==> config.mk <==
export PLATFORM = sky130hd
export DESIGN_NAME = buffer_access_arbiter
export DESIGN_NICKNAME = d
export VERILOG_FILES = /design/src/rtl/buffer_access_arbiter.sv
export SDC_FILE = /design/constraint.sdc
export NUM_CORES = 1
export LEC_CHECK = 0
export BUFFER_PORTS_ARGS = -buffer_cell sky130_fd_sc_hd__buf_2
export CAP_MARGIN = 20
export CORE_MARGIN = 8
export CORE_UTILIZATION = 40
export CTS_CLUSTER_SIZE = 40
export DETAILED_ROUTE_END_ITERATION = 6
export HOLD_SLACK_MARGIN = 0.05
export MAX_ROUTING_LAYER = met4
export PLACE_DENSITY = 0.9
export RECOVER_POWER = 100
export SLEW_MARGIN = 20
export SYNTH_ARGS = -nofsm -noshare
export SYNTH_HDL_FRONTEND = slang
export SYNTH_SLANG_ARGS = --single-unit
==> constraint.sdc <==
create_clock -name clk -period 2.61 [get_ports clk]
set_clock_uncertainty 0.1 [all_clocks]
set_input_delay 0.522 -clock clk [delete_from_list [all_inputs] [get_ports clk]]
set_output_delay 0.522 -clock clk [all_outputs]
set_load 0.05 [all_outputs]
==> src/rtl/buffer_access_arbiter.sv <==
// buffer_access_arbiter
// Round-robin arbiter sharing one circular buffer among NUM_REQ requesters.
// One buffer transaction is in flight at a time. The sequence is
// IDLE -> ISSUE -> SETTLE (2 cycles) -> DONE.
// Optional feature macro: BUF_ARB_TIMEOUT_EN. When it is defined, the arbiter
// adds a timeout output and gives up on ISSUE after WAIT_LIMIT cycles.
module buffer_access_arbiter #(
    parameter int NUM_REQ    = 4,
    parameter int DATA_WIDTH = 16,
    parameter int WAIT_LIMIT = 15
) (
    input  logic                          clk,
    input  logic                          rst,
    input  logic [NUM_REQ-1:0]            req,
    input  logic [NUM_REQ-1:0]            req_wr,
    input  logic [NUM_REQ*DATA_WIDTH-1:0] req_wdata,
    output logic [NUM_REQ-1:0]            grant,
    output logic [NUM_REQ-1:0]            done,
    output logic [NUM_REQ-1:0]            rd_take,
    output logic [DATA_WIDTH-1:0]         buf_wdata,
    input  logic [DATA_WIDTH-1:0]         buf_rdata,
    input  logic                          buf_full,
    input  logic                          buf_empty,
    input  logic                          buf_ready,
    input  logic                          buf_valid,
    output logic                          write_enable,
    output logic                          read_enable,
`ifdef BUF_ARB_TIMEOUT_EN
    output logic                          timeout,
`endif
    output logic                          busy
);

    localparam int PTR_W = $clog2(NUM_REQ);
    localparam logic [PTR_W:0]   NUM_REQ_W = (PTR_W+1)'(NUM_REQ);
    localparam logic [PTR_W-1:0] LAST_IDX  = PTR_W'(NUM_REQ - 1);

    typedef enum logic [1:0] {IDLE, ISSUE, SETTLE, DONE} state_t;

    state_t               state_q, state_d;
    logic [NUM_REQ-1:0]   grant_q, grant_d;
    logic [PTR_W-1:0]     grant_idx_q, grant_idx_d;
    logic [PTR_W-1:0]     rr_ptr_q, rr_ptr_d;
    logic                 write_enable_q, write_enable_d;
    logic                 read_enable_q, read_enable_d;
    logic [1:0]           cnt_q, cnt_d;

    logic [NUM_REQ-1:0]   eligible;
    logic                 pick_valid;
    logic [PTR_W-1:0]     pick_idx;
    logic [PTR_W:0]       scan_sum;
    logic                 handshake;

`ifdef BUF_ARB_TIMEOUT_EN
    localparam int WAIT_W = $clog2(WAIT_LIMIT) + 1;
    localparam logic [WAIT_W-1:0] WAIT_LAST = WAIT_W'(WAIT_LIMIT - 1);
    logic [WAIT_W-1:0]    wait_cnt_q, wait_cnt_d;
    logic                 timeout_q, timeout_d;
`endif

    // Read data flows straight from the buffer to the requesters; the arbiter only supplies the rd_take strobe
    logic unused_inputs;
    assign unused_inputs = (^buf_rdata) ^ (WAIT_LIMIT == 0);

    // Find the first eligible requester scanning from rr_ptr upward, wrapping modulo NUM_REQ
    always_comb begin
        eligible   = req & ((req_wr & ~{NUM_REQ{buf_full}}) | (~req_wr & ~{NUM_REQ{buf_empty}}));
        pick_valid = 1'b0;
        pick_idx   = '0;
        scan_sum   = '0;
        for (int off = 0; off < NUM_REQ; off++) begin
            scan_sum = {1'b0, rr_ptr_q} + (PTR_W+1)'(off);
            if (scan_sum >= NUM_REQ_W) begin
                scan_sum = scan_sum - NUM_REQ_W;
            end
            if (!pick_valid && eligible[scan_sum[PTR_W-1:0]]) begin
                pick_valid = 1'b1;
                pick_idx   = scan_sum[PTR_W-1:0];
            end
        end
    end

    // Next-state logic: grant in IDLE, wait for the handshake in ISSUE, count out SETTLE, pulse done
    always_comb begin
        state_d        = state_q;
        grant_d        = grant_q;
        grant_idx_d    = grant_idx_q;
        rr_ptr_d       = rr_ptr_q;
        write_enable_d = write_enable_q;
        read_enable_d  = read_enable_q;
        cnt_d          = cnt_q;
        handshake      = (write_enable_q & buf_ready) | (read_enable_q & buf_valid);
`ifdef BUF_ARB_TIMEOUT_EN
        wait_cnt_d     = wait_cnt_q;
        timeout_d      = timeout_q;
`endif
        case (state_q)
            IDLE: begin
                if (pick_valid) begin
                    grant_d           = '0;
                    grant_d[pick_idx] = 1'b1;
                    grant_idx_d       = pick_idx;
                    rr_ptr_d          = (pick_idx == LAST_IDX) ? '0 : pick_idx + 1'b1;
                    write_enable_d    = req_wr[pick_idx];
                    read_enable_d     = ~req_wr[pick_idx];
                    state_d           = ISSUE;
`ifdef BUF_ARB_TIMEOUT_EN
                    wait_cnt_d        = '0;
`endif
                end
            end
            ISSUE: begin
                if (handshake) begin
                    write_enable_d = 1'b0;
                    read_enable_d  = 1'b0;
                    cnt_d          = 2'd2;
                    state_d        = SETTLE;
                end
`ifdef BUF_ARB_TIMEOUT_EN
                else if (wait_cnt_q == WAIT_LAST) begin
                    write_enable_d = 1'b0;
                    read_enable_d  = 1'b0;
                    timeout_d      = 1'b1;
                    state_d        = DONE;
                end else begin
                    wait_cnt_d = wait_cnt_q + 1'b1;
                end
`endif
            end
            SETTLE: begin
                if (cnt_q == 2'd1) begin
                    state_d = DONE;
                end else begin
                    cnt_d = cnt_q - 2'd1;
                end
            end
            DONE: begin
                grant_d = '0;
                state_d = IDLE;
`ifdef BUF_ARB_TIMEOUT_EN
                timeout_d = 1'b0;
`endif
            end
            default: begin
                state_d = IDLE;
            end
        endcase
    end

    // State and control registers, cleared asynchronously by the active-low reset
    always_ff @(posedge clk or negedge rst) begin
        if (!rst) begin
            state_q        <= IDLE;
            grant_q        <= '0;
            grant_idx_q    <= '0;
            rr_ptr_q       <= '0;
            write_enable_q <= 1'b0;
            read_enable_q  <= 1'b0;
            cnt_q          <= '0;
`ifdef BUF_ARB_TIMEOUT_EN
            wait_cnt_q     <= '0;
            timeout_q      <= 1'b0;
`endif
        end else begin
            state_q        <= state_d;
            grant_q        <= grant_d;
            grant_idx_q    <= grant_idx_d;
            rr_ptr_q       <= rr_ptr_d;
            write_enable_q <= write_enable_d;
            read_enable_q  <= read_enable_d;
            cnt_q          <= cnt_d;
`ifdef BUF_ARB_TIMEOUT_EN
            wait_cnt_q     <= wait_cnt_d;
            timeout_q      <= timeout_d;
`endif
        end
    end

    assign grant        = grant_q;
    assign write_enable = write_enable_q;
    assign read_enable  = read_enable_q;
    assign busy         = (state_q != IDLE);
    assign done         = (state_q == DONE) ? grant_q : '0;
    assign rd_take      = (state_q == ISSUE && read_enable_q && buf_valid) ? grant_q : '0;
    assign buf_wdata    = (state_q == ISSUE || state_q == SETTLE)
                          ? req_wdata[grant_idx_q*DATA_WIDTH +: DATA_WIDTH] : '0;
`ifdef BUF_ARB_TIMEOUT_EN
    assign timeout      = (state_q == DONE) & timeout_q;
`endif

endmodule

==> results by group, run 1 <==
Power
  • VDD IR max: 0.739 mV
  • Combinational share of power: just under 80%
  • Pwr dens: 1340 nW/um^2
  • Reg power frac: between 10% and 20%
  • Net Sw Frac: ~60%
  • NetSw: ~1700 uW
  • Pint: 1190 uW
  • Clock network power share: 7.3%
  • Lkg Pwr: 0.00108 uW

Clock network
  • H-tree depth: 1
  • CTS tree: yes
  • Hold-fix buffers, CTS: 0
  • Num CTS Buffers: 3
  • Clk slew on worst S/H paths: roughly 0.060 ns
  • # Post-CTS Setup Buffers: 0
  • Clk root buf: clkbuf_8
  • TritonCTS Sinks: 14
  • Clk_lat worst skew: about 0.25 ns
  • Clock Tree Buf Depth: 2
  • CTS resizes: 0

Placement
  • RD Place Congestion: ~0.93
  • HPWL after DPL: 4220 um
  • I/O Buffers: around 110
  • Area after DPL: about 2100 um^2

Timing
  • Unrepaired setup endpoints after global routing: false
  • Fin. max-slew vios: 0
  • Final Hold Vio Count: 0
  • Tmin final: approximately 2.4 ns
  • Final Cycle Share: roughly nine tenths
  • Slew headroom: roughly half
  • Final setup vio count: 0
  • Fmax: around 420 MHz
  • Worst-Margin Slew: 0.744 ns
  • Setup tns final: 0 ns

Synth
  • Mux contribution to synthesized area: between 20 and 30%
  • Gate Count Post-Synth: approximately 150
  • Post-Syn Area: between 1500 and 2000 um^2
  • Simple logic cell fraction of the synthesized area: between 10% and 20%
  • #FFs+latches synth: 14
  • Post-synthesis xor/xnor area fraction: 0%
  • EDFF count, synth: 0
  • Syn Area/Cell: between 10 and 15 um^2
  • Post-synthesis sequential area ratio: a little under a quarter
  • Adder-Cell Fraction of Synth Area: 8.12%
  • Main flop type after synthesis: dfrtp_1
  • Async SR Flop Fraction: 100%
  • YS warnings: 0
  • Synth cell types: 43
  • Largest family of logic cells by synthesized area: multiplexers
  • Synth Area in Compound Gates: between 15 and 20%
  • Syn Nets: between 200 and 300

Cells and area
  • Nets: approximately 360
  • Layout cells sized above 1: a little under half
  • Final non-filler cell area: between 2000 and 2500 um^2
  • Number of diodes: 0
  • Area grow syn2layout: 40.1%

Worst hold path
  • Hold WC Path Type: in2async

Floorplan
  • Die Y: between 70 and 80 um
  • Die area: 6090 um^2
  • Chip width: roughly 78 um
  • Num rows: 22
  • I/O pin total: between 100 and 150
  • Core ar.: between 3000 and 4000 um^2
  • Starting density of the core: 41.8%

Detailed routing
  • Routed wire per std cell: roughly 16 um
  • Drt first pass iters: 4
  • Drt via density: 5.34
  • 1st-iter DRT viols: 66
  • Total number of vias: approximately 1,600
  • DRC: 0
  • Routed WL: 4860 um
  • Final ANT Viol Nets: 0

Setup path
  • Crit-path max FO: 17
  • Worst reg2reg endpoint: rr_ptr_q[1]$_DFFE_PN0P_
  • WP data arrival: 1.74 ns
  • Worst reg2reg startpoint: rr_ptr_q[1]$_DFFE_PN0P_
  • Worst setup SP type: flip-flop
  • Critical path class: reg2out
  • Reg2reg setup slack: 0.51 ns
  • Crit path required time: roughly 2.0 ns
  • Crit end category: output pin
  • R2r worst-path depth: 6

Job
  • Max Cap Viol: 0

Global route
  • GR Overflow Total: 0
  • Antenna violations before repair: 0
  • Pin count of the biggest net entering global routing: 18
  • Vias in the first global route: between 1,500 and 2,000
  • Total GRT Usage: between 15 and 20%
  • First-pass GRT wire length: 7870 um

Run status
  • Outcome: finished clean
critical path: stages (launching register included):
cell and delay [ns]:
dfrtp_1 0.40, inv_1 0.10, ha_1 0.53, and2_1 0.19
clkbuf_2 0.28
logic make-up (layout without fill, tap and decap cells):
family / after synthesis / count (layout)
simple gates: 53 / 53
compound gates: 33 / 33
mux: 23 / 23
buf+inv: 18 / 125
flops: 14 / 14
fa+ha+maj: 10 / 10
state kept, by name, indices dropped and copies added (netlist names):
name          flops
cnt_q             2
grant_idx_q       2
write_enable      1
read_enable       1
rr_ptr_q          2
state_q           2
grant             4
synth_stat cells (2+ instances only):
| cell | number | area (um^2) |
|---|---|---|
| a22oi_1 | 4 | 30.0 |
| mux2i_1 | 3 | 30.0 |
| dfrtp_1 | 14 | 350 |
| nand2_1 | 14 | 52.6 |
| o2bb2ai_1 | 2 | 17.5 |
| o21ai_1 | 3 | 15.0 |
| mux2_1 | 2 | 22.5 |
| nor2_1 | 6 | 22.5 |
| ha_1 | 10 | 125 |
| o22ai_1 | 4 | 25.0 |
| inv_1 | 10 | 37.5 |
| and2_1 | 25 | 156 |
| clkbuf_1 | 4 | 15.0 |
| o21ai_0 | 2 | 10.0 |
| mux4_2 | 17 | 383 |
| a21oi_1 | 4 | 20.0 |
area by class of cell:
cell class,instances,area (um^2)
fill,345,1530
clock buffer,4,55.1
timing repair buffer,110,553
inverter,11,41.3
multi-input combinational,119,1100
sequential,14,350
tap,48,60.1
worst max-delay path by stage:
stage          slack [ns]                 endpoint                       start  cells after the start
2_1_floorplan        0.08            buf_wdata[10]  grant_idx_q[0]$_DFFE_PN0P_                      4
3_3_place_gp         0.20  rr_ptr_q[1]$_DFFE_PN0P_                   req_wr[2]                      8
3_5_place_dp         0.15  rr_ptr_q[1]$_DFFE_PN0P_                   req_wr[0]                      8
4_1_cts              0.24             buf_wdata[7]      state_q[0]$_DFFE_PN0P_                      4
5_1_grt              0.12             buf_wdata[7]      state_q[0]$_DFFE_PN0P_                      4
6_report             0.24             buf_wdata[7]      state_q[0]$_DFFE_PN0P_                      4
cells in the final DEF (no fill, tap or decap), types with 2 or more instances in the layout:
cell type / n
buf_2: 75
and2_1: 25
clkbuf_2: 21
mux4_2: 17
nand2_1: 14
dfrtp_1: 14
clkbuf_1: 12
inv_1: 10
ha_1: 10
nor2_1: 6
a21oi_1: 5
o22ai_1: 4
a22oi_1: 4
clkbuf_8: 4
mux2i_1: 3
mux2_1: 3
o21ai_0: 3
nand2b_1: 2
o2bb2ai_1: 2
o21ai_1: 2
power by group through the flow:
stage | clock network (uW) | registers [uW] | logic [uW]
finish | 211 | 411 | 2260
global route | 226 | 430 | 2430
CTS | 214 | 410 | 2330
detailed placement | 0 | 414 | 2310
global placement | 0 | 406 | 2280
floorplan | 0 | 524 | 1680
metrics by stage:
stage	setup slack, ns	hold WS [ns]	utilization [%]	total power (uW)	cells
after floorplan	0.0783	0.126	-	2210	151
after global placement	0.203	0.327	57.8	2680	302
after detailed placement	0.154	0.336	57.8	2730	302
after CTS	0.243	0.0724	59.3	2950	306
after global routing	0.119	0.279	58.5	3090	306
final	0.244	0.214	58.5	2880	306
per-layer routing:
layer / wire, um / up-vias / GRT usage (%) / share of wire [%]
li1: - / 773 / - / -
met1: 1850 / 762 / 16.3 / 38
met2: 2480 / 89 / 29.2 / 51
met3: 417 / 9 / 3.87 / 8.6
met4: 114 / 0 / 7.04 / 2.3
met5: 0 / - / - / 0
Note: power is estimated with default switching activity, not from simulation.
==> inputs of run 2 (changes only) <==
--- a/constraint.sdc
+++ b/constraint.sdc
@@ -4,2 +4,2 @@
 set_output_delay 0.522 -clock clk [all_outputs]
-set_load 0.05 [all_outputs]
+set_load 0.01 [all_outputs]
==> results by group, run 2 (synthesis results as in run 1) <==
Cells and area
  • Number of diodes: 0 (unchanged)
  • Max reg flops: 4 (unchanged)
  • Commonest non-fill, non-tap cells in the layout: 80 x buf_2, 28 x clkbuf_1, 21 x and2_1
  • Commonest non-fill, non-tap cell in the layout: buf_2
  • Area grow syn2layout: 37.3%
  • Nets: 364 (+0.28%)
  • Layout cells sized above 1: 41.1% (-6.6 points)

Detailed routing
  • 1st-iter DRT viols: 54 (-18%)
  • DRC: 0 (unchanged)
  • Drt via density: 5.27 (-1.2%)
  • Routed WL: 4750 um (-2.1%)
  • Total number of vias: 1,614 (-1.2%)
  • Drt first pass iters: 4 (unchanged)
  • Routed wire per std cell: 15.5 um (-2.1%)
  • Final ANT Viol Nets: 0 (unchanged)

Clock network
  • Clock Tree Buf Depth: 2 (unchanged)
  • Hold-fix buffers, CTS: 0 (unchanged)
  • Num CTS Buffers: 3 (unchanged)
  • # Post-CTS Setup Buffers: 0 (unchanged)
  • CTS tree: yes
  • CTS resizes: 0 (unchanged)
  • Clk slew on worst S/H paths: 0.05 ns (about the same)
  • Clk root buf: clkbuf_8
  • Clk_lat worst skew: 0.25 ns (about the same)
  • TritonCTS Sinks: 14 (unchanged)
  • H-tree depth: 1 (unchanged)

Timing
  • Worst-Margin Slew: 0.733 ns (-0.0114 ns)
  • Final Hold Vio Count: 0 (unchanged)
  • Tmin final: 2.39 ns (+0.0231 ns)
  • Slew headroom: 51.1% (+0.76 points)
  • Unrepaired setup endpoints after global routing: false
  • Final setup vio count: 0 (unchanged)
  • Fmax: 419 MHz (-0.97%)
  • Fin. max-slew vios: 0 (unchanged)
  • Setup tns final: 0 ns (unchanged)
  • Final Cycle Share: 91.5% (+0.88 points)

Power
  • Pwr dens: 958 nW/um^2 (-28%)
  • Total Power: 2030 uW (-30%)
  • VDD IR max: 0.376 mV (-49%)
  • Lkg Pwr: 0.00102 uW (-5.7%)

Global route
  • GR Overflow Total: 0 (unchanged)
  • First-pass GRT wire length: 7610 um (-3.3%)
  • Vias in the first global route: 1,764 (-2.9%)
  • Total GRT Usage: 15.7% (-0.47 points)
  • Antenna violations before repair: 0 (unchanged)
  • Pin count of the biggest net entering global routing: 18 (unchanged)

Setup path
  • Critical path class: reg2out
  • Worst setup SP type: flip-flop
  • Crit path required time: 1.99 ns (about the same)
  • Worst reg2reg startpoint: rr_ptr_q[1]$_DFFE_PN0P_
  • WP data arrival: 1.77 ns (+0.03 ns)
  • Crit-path max FO: 17 (unchanged)
  • Crit end category: output pin
  • Critical Path Source: grant_idx_q[0]$_DFFE_PN0P_

Floorplan
  • Starting density of the core: 41.8% (unchanged)
  • Die area: 6090 um^2 (unchanged)
  • Chip width: 78.1 um (unchanged)
  • Num rows: 22 (unchanged)
  • Die Y: 78.1 um (unchanged)
  • Core ar.: 3690 um^2 (unchanged)
  • I/O pin total: 125 (unchanged)

Placement
  • I/O Buffers: 108 (unchanged)
  • HPWL after DPL: 4060 um (-3.7%)
  • RD Place Congestion: 0.929 (+0.17%)

Worst hold path
  • Hold WC Path Type: in2async

Job
  • Max Cap Viol: 0 (unchanged)

Run status
  • Outcome: finished clean
==> run 2: cell types whose count changed in the layout (fill, tap and decap cells not counted), moves of 4 or more <==
cell	delta
and2_1	-4
clkbuf_1	+16
clkbuf_2	-21
and2_0	+4
buf_2	+5
==> run 2: power breakdown <==
group / internal [uW] / switching, uW / total (uW)
clock: 102 / 74.8 / 177
sequential: 318 / 92.6 / 411
combinational: 675 / 764 / 1440
==> run 2: cell type report <==
class / count / area [um^2]
multi-input combinational: 119 / 1090
tap: 48 / 60.1
timing repair buffer: 111 / 528
clock buffer: 3 / 41.3
fill: 350 / 1570
inverter: 11 / 41.3
sequential: 14 / 350
==> run 2: final timing paths <==
kind,to,slack (ns),cells after the start
max,buf_wdata[7],0.22,4
min,write_enable$_DFFE_PN0P_,0.21,1
max reg2reg,rr_ptr_q[1]$_DFFE_PN0P_,0.49,6
min reg2reg,grant[3]$_DFFE_PN0P_,0.46,2
max in group asynchronous,cnt_q[1]$_DFFE_PN0P_,1.74,1
min in group clk,grant[3]$_DFFE_PN0P_,0.46,2
==> run 2: worst max-delay path: stages (launching register included) <==
cell	delay, ns
dfrtp_1	0.32
clkbuf_4	0.34
mux4_2	0.55
and2_0	0.17
buf_2	0.14
==> run 2: metrics by stage <==
stage / cells / utilization [%] / hold WS [ns] / cell area [um^2] / worst slack (ns)
global route: 306 / 57.3 / 0.277 / 2110 / 0.0827
floorplan: 151 / - / 0.126 / 1540 / 0.217
CTS: 306 / 58.8 / 0.0710 / 2170 / 0.230
detailed placement: 303 / 57.7 / 0.329 / 2130 / 0.159
global placement: 303 / 57.7 / 0.325 / 2130 / 0.215
finish: 306 / 57.3 / 0.210 / 2110 / 0.221
==> run 2: routing by layer <==
metal / track usage [%] / vias up / share of wire (%)
met4: 5.93 / 0 / 1.8
met2: 27.3 / 93 / 49
met3: 4.78 / 6 / 9.5
li1: - / 776 / -
met5: - / - / 0
met1: 16.3 / 739 / 40
